**src/rtl/ram_fifo_ctrl.sv**
```systemverilog
// FIFO controller built on one external single-port synchronous RAM.
// Reads and writes share the RAM port; a 2-entry buffer hides the read latency.
module ram_fifo_ctrl #(
    parameter int data_width    = 8,
    parameter int address_width = 7,
    parameter int depth         = 128
) (
    input  logic                       clk,
    input  logic                       rst_n,
    input  logic [data_width-1:0]      in_data,
    input  logic                       in_valid,
    output logic                       in_ready,
    output logic [data_width-1:0]      out_data,
    output logic                       out_valid,
    input  logic                       out_ready,
    output logic [address_width+1:0]   count,
    output logic [address_width-1:0]   ram_address,
    output logic [data_width-1:0]      ram_data_in,
    output logic                       ram_write_enable,
    input  logic [data_width-1:0]      ram_data_out
);

    localparam logic [address_width:0]   depth_count = (address_width+1)'(depth);
    localparam logic [address_width-1:0] ptr_one     = (address_width)'(1);
    localparam logic [address_width:0]   mem_one     = (address_width+1)'(1);

    logic [address_width-1:0] wr_ptr_reg;
    logic [address_width-1:0] rd_ptr_reg;
    logic [address_width:0]   mem_count_reg;
    logic [address_width:0]   mem_count_next;
    logic                     inflight_reg;
    logic                     prio_reg;
    logic                     out_valid_reg;
    logic [1:0]               occ_reg;
    logic [1:0]               occ_next;
    logic [1:0]               occ_after_pop;
    logic [data_width-1:0]    buf_reg [2];
    logic [data_width-1:0]    buf_next [2];
    logic [address_width+1:0] count_reg;
    logic [address_width+1:0] count_next;

    logic [1:0] pending;
    logic       mem_full;
    logic       read_req;
    logic       in_ready_c;
    logic       wr_grant;
    logic       rd_grant;
    logic       contested;
    logic       pop;

    // A read is only worth issuing if its word will have a buffer slot waiting.
    always_comb begin
        pending    = occ_reg + {1'b0, inflight_reg};
        mem_full   = (mem_count_reg == depth_count);
        read_req   = (mem_count_reg != '0) && (pending < 2'd2);
        in_ready_c = rst_n && !mem_full && !(read_req && !prio_reg);
        wr_grant   = in_valid && in_ready_c;
        rd_grant   = read_req && !wr_grant;
        contested  = read_req && in_valid && !mem_full;
        pop        = out_valid_reg && out_ready;
    end

    always_comb begin
        mem_count_next = mem_count_reg;
        if (wr_grant) begin
            mem_count_next = mem_count_reg + mem_one;
        end else if (rd_grant) begin
            mem_count_next = mem_count_reg - mem_one;
        end
    end

    // Pop shifts the head out first; the returning read word lands just past the survivors.
    always_comb begin
        occ_after_pop = occ_reg - {1'b0, pop};
        occ_next      = occ_after_pop + {1'b0, inflight_reg};
        for (int i = 0; i < 2; i++) begin
            buf_next[i] = buf_reg[i];
        end
        if (pop) begin
            buf_next[0] = buf_reg[1];
        end
        if (inflight_reg) begin
            buf_next[occ_after_pop[0]] = ram_data_out;
        end
        count_next = (address_width+2)'(mem_count_next)
                   + (address_width+2)'(rd_grant)
                   + (address_width+2)'(occ_next);
    end

    always_ff @(posedge clk) begin
        if (!rst_n) begin
            wr_ptr_reg    <= '0;
            rd_ptr_reg    <= '0;
            mem_count_reg <= '0;
            inflight_reg  <= 1'b0;
            prio_reg      <= 1'b0;
            occ_reg       <= 2'd0;
            out_valid_reg <= 1'b0;
            count_reg     <= '0;
            buf_reg[0]    <= '0;
            buf_reg[1]    <= '0;
        end else begin
            if (wr_grant) begin
                wr_ptr_reg <= wr_ptr_reg + ptr_one;
            end
            if (rd_grant) begin
                rd_ptr_reg <= rd_ptr_reg + ptr_one;
            end
            if (contested) begin
                prio_reg <= !prio_reg;
            end
            mem_count_reg <= mem_count_next;
            inflight_reg  <= rd_grant;
            occ_reg       <= occ_next;
            out_valid_reg <= (occ_next != 2'd0);
            count_reg     <= count_next;
            buf_reg[0]    <= buf_next[0];
            buf_reg[1]    <= buf_next[1];
        end
    end

    assign in_ready         = in_ready_c;
    assign out_data         = buf_reg[0];
    assign out_valid        = out_valid_reg;
    assign count            = count_reg;
    assign ram_write_enable = wr_grant;
    assign ram_address      = wr_grant ? wr_ptr_reg : rd_ptr_reg;
    assign ram_data_in      = in_data;

endmodule
```
**config.mk**
```make
export PLATFORM = sky130hd
export DESIGN_NAME = ram_fifo_ctrl
export DESIGN_NICKNAME = d
export VERILOG_FILES = /design/src/rtl/ram_fifo_ctrl.sv
export SDC_FILE = /design/constraint.sdc
export NUM_CORES = 1
export LEC_CHECK = 0
export BUFFER_PORTS_ARGS = -buffer_cell sky130_fd_sc_hd__buf_2
export CORE_ASPECT_RATIO = 0.8
export CORE_MARGIN = 1.5
export CORE_UTILIZATION = 49
export DETAILED_ROUTE_END_ITERATION = 8
export MAX_ROUTING_LAYER = met4
export PLACE_DENSITY = 0.75
export SLEW_MARGIN = 20
export SYNTH_ARGS = -nofsm -noshare
export SYNTH_HDL_FRONTEND = slang
export SYNTH_SLANG_ARGS = --single-unit
export TNS_END_PERCENT = 20
```
**constraint.sdc**
```tcl
create_clock -name clk -period 3.7 [get_ports clk]
set_input_delay 0.74 -clock clk [delete_from_list [all_inputs] [get_ports clk]]
set_output_delay 0.74 -clock clk [all_outputs]
set_load 0.02 [all_outputs]
```
Yosys cells after proc, flatten, opt, wreduce, memory -nomap -nowiden --
Memory sizes are Yosys's and may differ from the RTL's. Index checks and enable logic that the tools add are counted. Widths: inputs -> output; s select.
Word-level totals: word-level logic and storage cells 53, flip-flop bits (word level) 36, latch bits 0, output and inout bits 35, memory bits (read-only) 0, RAM bits 16, memories kept 1
Memories:
- buf_reg | words 2, width 8, rd ports 2, clocked after memory_dff 0, wr ports 2, RTL line 37 | logic [data_width-1:0] buf_reg [2];
Operators by class: reductions and logical operators 16, multiplexer cells 12, bitwise logic cells 3, shift operators 0, equal/unequal tests 1, divide/modulo/power cells 0, magnitude comparators 3, add/sub/neg operators 9, multipliers 0
Operator list (count):
- $mux 8 | 6
- $bwmux 16 | 1
- $mux 16 | 1
- $add 7x1->7 const B | 2
- $logic_and 1x1->1 | 10
- $add 8x1->9 | 1
- $add 9x2->9 | 1
- $add 8x1->8 const B | 1
- $demux 8 s1 | 1
- $eq 8x8->1 const B | 1
- $reduce_bool 8->1 | 1
- $sub 8x1->8 const B | 1
- $mux 7 | 1
- $add 2x1->2 | 2
- $logic_not 1->1 | 4
- $ge 2x2->1 const B | 1
- $lt 2x1->1 const B | 1
- $lt 2x2->1 const B | 1
- $mux 1 | 2
- $not 1->2 | 1
- $or 1x1->1 | 2
- $reduce_bool 2->1 | 1
- $sub 2x1->2 | 1

Logic depth before layout (Yosys ltp) --
Gate-level depths: netlist of run 1.
depth in word-level cells 13, depth in mapped cells 13, gate-level depth less buffers 13

Worst setup path before layout of run 1 --
Ideal clock, no wire load.
path type in2reg, start point input out_ready, end point register count_reg[6] (netlist: count[6]), arrival time 3.553 ns, stages on the path 12, buffers on the path 1, path slack 0.027 ns, library setup time 0.121 ns, path through nand2_1 clkinv_1 ha_1 inv_1 ha_1 clkbuf_1 xnor2_1 inv_1 fa_1 nand3b_1 nor4_1 mux2_2
Between the ends: cells in the longest elaborated chain, start to end 4
RTL lines:
- start, declared | RTL line 15 | input logic out_ready,
- $logic_and 1x1->1 | RTL line 60 | pop = out_valid_reg && out_ready;
- $sub 2x1->2 | RTL line 74 | occ_after_pop = occ_reg - {1'b0, pop};
- $add 2x1->2 | RTL line 75 | occ_next = occ_after_pop + {1'b0, inflight_reg};
- named net occ_next[1] | RTL line 35 | logic [1:0] occ_next;
- $add 9x2->9 | RTL line 87 | + (address_width+2)'(occ_next);
- end signal, assigned | RTL line 116 | count_reg <= count_next;
- end, declared | RTL line 39 | logic [address_width+1:0] count_reg;
The timed path passes the listed nets, and every way through them passes these cells. A chain may end at the register's enable or synchronous reset.

Final worst setup path of run 1 --
start point register mem_count_reg[0], end point register count_reg[6] (netlist: count[6])
Between the ends: cells in the longest elaborated chain, start to end 12, elaborated cells between the ends (all ways) 17, those cells by class add/sub (4); eq/ne (1); mux (2); reduce/logical (10)
RTL lines:
- start, declared | RTL line 29 | logic [address_width:0] mem_count_reg;
- start signal, assigned | RTL line 112 | mem_count_reg <= mem_count_next;
- $reduce_bool 8->1 | RTL line 55 | read_req = (mem_count_reg != '0) && (pending < 2'd2);
- $logic_and 1x1->1 | RTL line 55
- $logic_and 1x1->1 | RTL line 56 | in_ready_c = rst_n && !mem_full && !(read_req && !prio_reg);
- $logic_not 1->1 | RTL line 56
- $logic_and 1x1->1 | RTL line 56
- $logic_and 1x1->1 | RTL line 57 | wr_grant = in_valid && in_ready_c;
- $logic_not 1->1 | RTL line 58 | rd_grant = read_req && !wr_grant;
- $logic_and 1x1->1 * | RTL line 58
- named net rd_grant | RTL line 47 | logic rd_grant;
- $mux 8 | RTL line 67 | end else if (rd_grant) begin
- $mux 8 | RTL line 65 | if (wr_grant) begin
- $add 8x1->9 * | RTL line 86 | + (address_width+2)'(rd_grant)
- $add 9x2->9 * | RTL line 87
Mark *: on every way through the listed nets, which the timed path passes. The rest lies on a longest branch.

==> impl_metrics.env, run 1 <==
export IMPL_period_needed_ns=3.38
export IMPL_final_cell_mix="dfxtp_1 (52), nand2_1 (48), nor2_1 (44)"
export IMPL_drv_slew=0
export IMPL_insertion_delay_ns=0.31
export IMPL_postCtsSetupBuffers=0
export IMPL_ys_ff_latch=52
export IMPL_start_util=0.519
export IMPL_p_total_mw=2.74
export IMPL_grt_max_degree=45
export IMPL_holdCritPathClass="reg2reg"
export IMPL_cap_violations=0
export IMPL_htreeDepth=2
export IMPL_utilization=0.574
export IMPL_gp_congestion=0.944
export IMPL_clockBufferDepth=2
export IMPL_numCtsBuffers=5
export IMPL_drtPass1Iterations=7
export IMPL_worstPathRequired_ns=3.91
export IMPL_cp_max_fo=9
export IMPL_avgSynthCellArea_um2=8.41
export IMPL_rr_worst_depth=11
export IMPL_r2r_end="count[6]"
export IMPL_antenna_found_initial=0
export IMPL_irDropWorstVdd_mv=0.504
export IMPL_ant_nets=0
export IMPL_skew_ns=0.0105
export IMPL_grt_pass1_wl_um=9140
export IMPL_finalNetCount=372
export IMPL_powerDensity_mw_per_mm2=933
export IMPL_drt_iter0_drc=194
export IMPL_via_per_inst=5.44
export IMPL_syn_inst=316
export IMPL_die_w_um=85.3
export IMPL_timing_final_crit_share=0.914
export IMPL_p_leak_nw=1.27
export IMPL_grt_use_total=0.207
export IMPL_drc=4
export IMPL_synth_area_mm2=0.00266
export IMPL_violations="DRC"
export IMPL_synth_edf_count=0
export IMPL_ctsHoldBuffers=0
export IMPL_n_antenna_cell=0
export IMPL_r2r_start="mem_count_reg[0]"
export IMPL_layout_commonest_cell="dfxtp_1"
export IMPL_async_flop_share=0
export IMPL_area_growth_pct=10.6
export IMPL_crit_end="count[6]"
export IMPL_cts_tree="done"
export IMPL_worst_slack_ns=0.318
export IMPL_core_area_mm2=0.00512
export IMPL_rsz0062_at_grt="false"
export IMPL_finalSetupTns_ns=0
export IMPL_multiInputGateArea_mm2=0.00139
export IMPL_end_kind="flop"
export IMPL_vias=2207
export IMPL_drt_wl_total_um=5490
export IMPL_pin_count=55
export IMPL_grt_pass1_vias=1941
export IMPL_finalSetupViolations=0
export IMPL_ys_seq_area_frac=0.392
export IMPL_fill_cells=453
export IMPL_tightestPinTransition_ns=0.720
export IMPL_synth_warnings=0
export IMPL_die_h_um=68.9
export IMPL_io_buffers=38
export IMPL_cts_root_buf="clkbuf_8"
export IMPL_wl_per_cell_um=13.5
export IMPL_dieArea_mm2=0.00587
export IMPL_clock_sink_count=52
export IMPL_path_clk_slew_ns=0.10
export IMPL_worst_setup_path_type="reg2reg"
export IMPL_layout_drive_gt1_share=0.201
export IMPL_cts_resized_gates=0
export IMPL_max_freq_mhz=296
export IMPL_critPathLaunch="mem_count_reg[0]"
export IMPL_grt_ovfl_total=0
export IMPL_crit_path_start_kind="flop"
export IMPL_num_rows=23
export IMPL_synth_cell_types=55
export IMPL_worstPathArrival_ns=3.59
export IMPL_synthesis_nets=345
export IMPL_r2r_slack_ns=0.32
export IMPL_ys_flop_type="dfxtp_1"
export IMPL_pre_cts_ws_ns=0.178
export IMPL_status="finished with violations"
export IMPL_relSlewSlack=0.518
export IMPL_seqCellArea_mm2=0.00104
export IMPL_hold_viol_final=0
export IMPL_place_hpwl_um=3940
synth_stat cells, types with 2 or more instances:
library cell | count | area [µm²]
dfxtp_1 | 52 | 1040
nand2_1 | 48 | 180
nor2_1 | 44 | 165
buf_4 | 16 | 120
inv_1 | 11 | 41.3
xnor2_1 | 11 | 96.3
clkbuf_1 | 9 | 33.8
mux2i_1 | 9 | 90.1
a21oi_1 | 8 | 40.0
a311oi_1 | 8 | 70.1
nand3_1 | 8 | 40.0
ha_1 | 7 | 87.6
xor2_1 | 7 | 61.3
and2_1 | 6 | 37.5
nor3_1 | 6 | 30.0
o21ai_0 | 5 | 25.0
nand4_1 | 4 | 25.0
nor4_1 | 4 | 25.0
a211oi_1 | 3 | 22.5
nand3b_1 | 3 | 22.5
or3_1 | 3 | 18.8
a31oi_1 | 2 | 12.5
and4_1 | 2 | 17.5
buf_2 | 2 | 10.0
fa_1 | 2 | 40.0
inv_2 | 2 | 7.51
mux2_2 | 2 | 22.5
nand2b_1 | 2 | 12.5
nor2b_1 | 2 | 12.5
nor3b_1 | 2 | 15.0
or4_1 | 2 | 15.0
metrics by stage:
step	hold slack, ns	cells	area [µm²]
3_5_place_dp	0.471	398	2820
3_3_place_gp	0.458	398	2820
6_report	0.484	406	2940
2_1_floorplan	0.454	316	2660
5_1_grt	0.504	406	2940
4_1_cts	0.488	406	2940
per-layer routing:
metal | global-route usage | wire [µm] | vias to the layer above
li1 | - | - | 1119
met1 | 0.281 | 2720 | 1011
met2 | 0.299 | 2320 | 70
met3 | 0.0381 | 354 | 7
met4 | 0.103 | 90 | 0
met5 | - | 0 | -
area by class of cell:
class / count / share of cell area
Clock inverter: 2 / 0.0132
Sequential cell: 52 / 0.354
Inverter: 14 / 0.0179
Clock buffer: 6 / 0.0247
Multi-Input combinational cell: 222 / 0.473
Timing Repair Buffer: 48 / 0.0903
Tap cell: 62 / 0.0264
cell families (layout without fill, tap and decap cells):
family	after synthesis	in the layout	synth area share
xor gates and xnor gates	18	18	0.0593
AOI/OAI and AO/OA	40	40	0.110
muxes	11	11	0.0424
DFF	52	52	0.392
adders and majority gates	9	9	0.0480
buffers and inverters	42	70	0.0857
and+or+nand+nor	144	144	0.263
worst min path at each step:
stage          slack (ns)     startpoint             to  cells past startpoint
6_report             0.48  buf_reg[0][3]  buf_reg[0][3]                      2
5_1_grt              0.50  buf_reg[0][2]  buf_reg[0][2]                      2
4_1_cts              0.49  buf_reg[0][3]  buf_reg[0][3]                      2
3_5_place_dp         0.47  buf_reg[0][3]  buf_reg[0][3]                      2
3_3_place_gp         0.46           flop  buf_reg[0][0]                      2
2_1_floorplan        0.45           flop  buf_reg[0][0]                      2
power by group:
group | switching, mW | internal, mW
sequential | 0.107 | 0.714
combinational | 0.911 | 0.619
clock | 0.187 | 0.204
total | 1.21 | 1.54
worst max-delay path, cell delays in order (launching register included):
cell and delay [ns]:
dfxtp_1 0.35, inv_1 0.10, ha_1 0.20, nor2b_1 0.18, a31oi_1 0.17, nor3_2 0.57, fa_1 0.36, inv_1 0.07
fa_1 0.43, nand3b_1 0.18, nor4_1 0.30, mux2_2 0.38
Power figures use the tool's default switching activity.
==> run 2, diff against run 1 <==
--- a/config.mk
+++ b/config.mk
@@ -8,10 +8,10 @@
 export BUFFER_PORTS_ARGS = -buffer_cell sky130_fd_sc_hd__buf_2
 export CORE_ASPECT_RATIO = 0.8
 export CORE_MARGIN = 1.5
-export CORE_UTILIZATION = 49
+export CORE_UTILIZATION = 50
 export DETAILED_ROUTE_END_ITERATION = 8
 export MAX_ROUTING_LAYER = met4
-export PLACE_DENSITY = 0.75
+export PLACE_DENSITY = 0.74
 export SLEW_MARGIN = 20
 export SYNTH_ARGS = -nofsm -noshare
 export SYNTH_HDL_FRONTEND = slang
==> constraint.sdc (replaced) <==
create_clock -name clk -period 3.8 [get_ports clk]
set_input_delay 0.76 -clock clk [delete_from_list [all_inputs] [get_ports clk]]
set_output_delay 0.76 -clock clk [all_outputs]
set_load 0.02 [all_outputs]
==> impl_metrics.env, run 2 (synthesis results as in run 1) <==
export IMPL_status="completed"
export IMPL_max_freq_mhz=292
export IMPL_cap_violations=0
export IMPL_htreeDepth=2
export IMPL_cp_common_cell="fa_1"
export IMPL_gp_congestion=0.913
export IMPL_clock_sink_count=52
export IMPL_rsz0062_at_grt="false"
export IMPL_clockBufferDepth=2
export IMPL_finalSetupViolations=0
export IMPL_irDropWorstVdd_mv=0.610
export IMPL_fill_cells=463
export IMPL_cpMaxStageDelayCell="or3_4"
export IMPL_cts_tree="done"
export IMPL_timing_final_crit_share=0.900
export IMPL_relSlewSlack=0.524
export IMPL_utilization=0.579
export IMPL_ctsHoldBuffers=0
export IMPL_via_per_inst=5.49
export IMPL_core_area_mm2=0.00506
export IMPL_n_antenna_cell=0
export IMPL_insertion_delay_ns=0.31
export IMPL_area_growth_pct=10.3
export IMPL_end_kind="flop"
export IMPL_period_needed_ns=3.42
export IMPL_finalSetupTns_ns=0
export IMPL_dieArea_mm2=0.00576
export IMPL_tightestPinTransition_ns=0.711
export IMPL_num_rows=23
export IMPL_place_area_mm2=0.00281
export IMPL_powerDensity_mw_per_mm2=929
export IMPL_finalNetCount=370
export IMPL_crit_path_start_kind="flop"
export IMPL_p_total_mw=2.72
export IMPL_multiInputGateArea_mm2=0.00139
export IMPL_grt_pass1_wl_um=9200
export IMPL_drt_wl_total_um=5560
export IMPL_seqCellArea_mm2=0.00104
export IMPL_ant_nets=0
export IMPL_die_h_um=68.2
export IMPL_die_w_um=84.5
export IMPL_final_cell_mix="dfxtp_1 (52), nand2_1 (48), nor2_1 (44)"
export IMPL_grt_ovfl_total=0
export IMPL_wl_per_cell_um=13.8
export IMPL_worstPathArrival_ns=3.63
export IMPL_cts_root_buf="clkbuf_8"
export IMPL_io_buffers=38
export IMPL_vias=2217
export IMPL_skew_ns=0.00850
export IMPL_hold_viol_final=0
export IMPL_drc=0
export IMPL_start_util=0.524
export IMPL_drv_slew=0
export IMPL_grt_max_degree=45
export IMPL_numCtsBuffers=5
export IMPL_pin_count=55
export IMPL_drtPass1Iterations=4
export IMPL_path_clk_slew_ns=0.10
export IMPL_whs_ns=0.483
export IMPL_worst_setup_path_type="reg2reg"
export IMPL_crit_chain="or3_4, nor3_1, o21ai_1, o21ai_0, xnor2_1, fa_1, inv_1, fa_1, nand3b_1, nor4_2, mux2_2"
export IMPL_holdCritPathClass="reg2reg"
export IMPL_drt_iter0_drc=228
export IMPL_grt_pass1_vias=1937
export IMPL_fin_area_mm2=0.00293
export IMPL_place_hpwl_um=3960
export IMPL_layout_commonest_cell="dfxtp_1"
export IMPL_antenna_found_initial=0
export IMPL_p_leak_nw=1.25
export IMPL_cp_max_fo=8
export IMPL_cpPeakStageDelay_ns=0.42
export IMPL_layout_drive_gt1_share=0.199
export IMPL_worstPathRequired_ns=4.01
export IMPL_grt_use_total=0.208
run 2: cell count changes in the layout (fill, tap and decap cells not counted), sizes merged:
cell,delta
clkbuf,-1
buf,-2
clkinvlp,+1
run 2: routing by layer:
metal,wire length [µm],track usage,up-vias
li1,-,-,1115
met1,2850,0.288,1021
met2,2340,0.302,71
met3,301,0.0470,10
met4,66,0.0726,0
met5,0,-,-
run 2: final cells by class:
type                    count  share of cell area
multi-input cells         222               0.476
flip-flops and latches     52               0.355
repair buffers             46              0.0854
well taps                  62              0.0265
clock buffers               5              0.0235
inverters                  14              0.0179
clock inverters             3              0.0158
run 2: path summary, 6_finish.rpt:
path	startpoint	to	slack (ns)	depth (start not counted)
min	buf_reg[0][4]	buf_reg[0][4]	0.48	2
max reg2reg	mem_count_reg[4]	count[6]	0.38	11
min reg2reg	buf_reg[0][4]	buf_reg[0][4]	0.48	2
max	mem_count_reg[4]	count[6]	0.38	11
run 2: what timing repair did:
item                       CTS  global route
buffers inserted             0             0
gates resized for setup      0             1
setup endpoints to repair    0             1
run 2: per-stage QoR:
step	setup WS, ns	instances
floorplan	0.107	316
finish	0.380	404
CTS	0.334	404
global route	0.158	404
global placement	0.307	396
detailed placement	0.286	396
run 2: critical path: cells and delay by family (launching register included):
family / cells / cell delay (ns)
compound gates: 2 / 0.36
xor+xnor: 1 / 0.21
fa+ha+maj: 2 / 0.70
buf+inv: 1 / 0.06
flops: 1 / 0.40
mux: 1 / 0.36
simple gates: 4 / 1.22
run 2: power breakdown:
part | switching (mW) | internal, mW
clock | 0.193 | 0.199
combinational | 0.914 | 0.612
sequential | 0.110 | 0.695
==> run 3, diff against run 2 <==
--- a/config.mk
+++ b/config.mk
@@ -7,8 +7,8 @@
 export LEC_CHECK = 0
 export BUFFER_PORTS_ARGS = -buffer_cell sky130_fd_sc_hd__buf_2
 export CORE_ASPECT_RATIO = 0.8
-export CORE_MARGIN = 1.5
 export CORE_UTILIZATION = 50
+export CTS_CLUSTER_DIAMETER = 200
 export DETAILED_ROUTE_END_ITERATION = 8
 export MAX_ROUTING_LAYER = met4
 export PLACE_DENSITY = 0.74
==> impl_metrics.env, run 3 (synthesis results as in run 1) <==
export IMPL_rr_worst_depth=15
export IMPL_numCtsBuffers=5
export IMPL_ant_nets=0
export IMPL_io_buffers=38
export IMPL_irDropWorstVdd_mv=0.543
export IMPL_dieArea_mm2=0.00561
export IMPL_worstPathArrival_ns=3.69
export IMPL_insertion_delay_ns=0.30
export IMPL_gp_congestion=0.928
export IMPL_place_hpwl_um=3970
export IMPL_timing_final_crit_share=0.920
export IMPL_drtPass1Iterations=4
export IMPL_powerDensity_mw_per_mm2=898
export IMPL_grt_pass1_vias=1945
export IMPL_via_per_inst=5.37
export IMPL_n_antenna_cell=0
export IMPL_finalNetCount=371
export IMPL_finalSetupViolations=0
export IMPL_grt_pass1_wl_um=9160
export IMPL_whs_ns=0.480
export IMPL_multiInputGateArea_mm2=0.00139
export IMPL_die_w_um=83.5
export IMPL_place_area_mm2=0.00282
export IMPL_start_util=0.524
export IMPL_postCtsSetupBuffers=0
export IMPL_antenna_found_initial=0
export IMPL_end_kind="flop"
export IMPL_cpMaxStageDelayCell="fa_1"
export IMPL_r2r_start="mem_count_reg[0]"
export IMPL_path_clk_slew_ns=0.09
export IMPL_clock_sink_count=52
export IMPL_holdCritPathClass="reg2reg"
export IMPL_drv_slew=0
export IMPL_period_needed_ns=3.49
export IMPL_layout_commonest_cell="dfxtp_1"
export IMPL_worst_setup_path_type="reg2reg"
export IMPL_grt_use_total=0.210
export IMPL_max_freq_mhz=286
export IMPL_crit_cells=15
export IMPL_grt_max_degree=45
export IMPL_tightestPinTransition_ns=0.704
export IMPL_hold_viol_final=0
export IMPL_core_area_mm2=0.00506
export IMPL_final_cell_mix="dfxtp_1 (52), nand2_1 (48), nor2_1 (44)"
export IMPL_drt_iter0_drc=212
export IMPL_ctsHoldBuffers=0
export IMPL_layout_drive_gt1_share=0.198
export IMPL_grt_ovfl_total=0
export IMPL_finalSetupTns_ns=0
export IMPL_cts_tree="done"
export IMPL_r2r_end="count[6]"
export IMPL_utilization=0.573
export IMPL_critPathLaunch="mem_count_reg[0]"
export IMPL_status="completed"
export IMPL_crit_chain="inv_1, ha_1, nor2b_1, buf_4, a31oi_1, o21ai_1, buf_4, inv_2, nor3_1, a211oi_1, inv_1, fa_1, nand3b_1, nor4_1, mux2_2"
export IMPL_fin_area_mm2=0.00290
export IMPL_skew_ns=0.00400
export IMPL_worst_slack_ns=0.306
export IMPL_die_h_um=67.2
export IMPL_r2r_slack_ns=0.31
export IMPL_crit_end="count[6]"
export IMPL_crit_path_start_kind="flop"
export IMPL_drc=0
export IMPL_cts_root_buf="clkbuf_8"
export IMPL_worstPathRequired_ns=4.00
export IMPL_rsz0062_at_grt="false"
export IMPL_relSlewSlack=0.529
export IMPL_cap_violations=0
export IMPL_cpPeakStageDelay_ns=0.47
export IMPL_vias=2176
export IMPL_cts_resized_gates=0
export IMPL_whs_path_depth=2
export IMPL_wl_per_cell_um=13.4
export IMPL_cp_max_fo=11
export IMPL_pre_cts_ws_ns=0.191
export IMPL_fill_cells=501
export IMPL_area_growth_pct=9.33
export IMPL_path_buf_inv=5
export IMPL_clockBufferDepth=2
export IMPL_htreeDepth=2
export IMPL_critPathTopFamily="adder cells"
export IMPL_pin_count=55
export IMPL_seqCellArea_mm2=0.00104
export IMPL_p_leak_nw=1.25
export IMPL_num_rows=23
export IMPL_drt_wl_total_um=5410
[run 3: changes by cell type in the layout (fill, tap and decap cells not counted)]
cell and delta:
buf_4 +1, inv_6 -1, clkinvlp_4 -1, clkinv_2 +2
nor4_1 +1, nor4_2 -1, bufinv_16 -1, clkinv_4 +1
[run 3: worst min-delay path, cell delays in order, from the launching register on]
cell and delay [ns]:
dfxtp_1 0.32, nand2_1 0.05, a311oi_1 0.07
[run 3: area by class of cell]
class / count / share of cell area
Multi-Input combinational cell: 222 / 0.478
Sequential cell: 52 / 0.358
Timing Repair Buffer: 47 / 0.0888
Tap cell: 62 / 0.0267
Clock buffer: 5 / 0.0237
Inverter: 14 / 0.0181
Clock inverter: 3 / 0.00646
[run 3: power by group]
| group | internal, mW | switching [mW] |
|---|---|---|
| Sequential | 0.695 | 0.103 |
| Combinational | 0.604 | 0.897 |
| Clock | 0.129 | 0.180 |
| Total | 1.43 | 1.18 |
[run 3: per-layer routing]
layer | vias to the layer above | track usage | share of wire
li1 | 1116 | - | -
met1 | 999 | 0.299 | 0.52
met2 | 57 | 0.302 | 0.41
met3 | 4 | 0.0513 | 0.057
met4 | 0 | 0.0424 | 0.0074
met5 | - | - | 0
[run 3: through the flow]
| stage | cells | total power, mW |
|---|---|---|
| finish | 405 | 2.61 |
| global route | 405 | 2.84 |
| CTS | 405 | 2.61 |
| detailed placement | 397 | 2.29 |
| global placement | 397 | 2.28 |
| floorplan | 316 | 1.97 |
[run 3: worst min path at each step]
| stage | startpoint | end | slack, ns |
|---|---|---|---|
| 6_report | flop | buf_reg[0][1] | 0.48 |
| 5_1_grt | flop | buf_reg[0][0] | 0.51 |
| 4_1_cts | flop | buf_reg[0][0] | 0.48 |
| 3_5_place_dp | flop | buf_reg[0][2] | 0.47 |
| 3_3_place_gp | flop | buf_reg[0][6] | 0.46 |
| 2_1_floorplan | flop | buf_reg[0][0] | 0.45 |
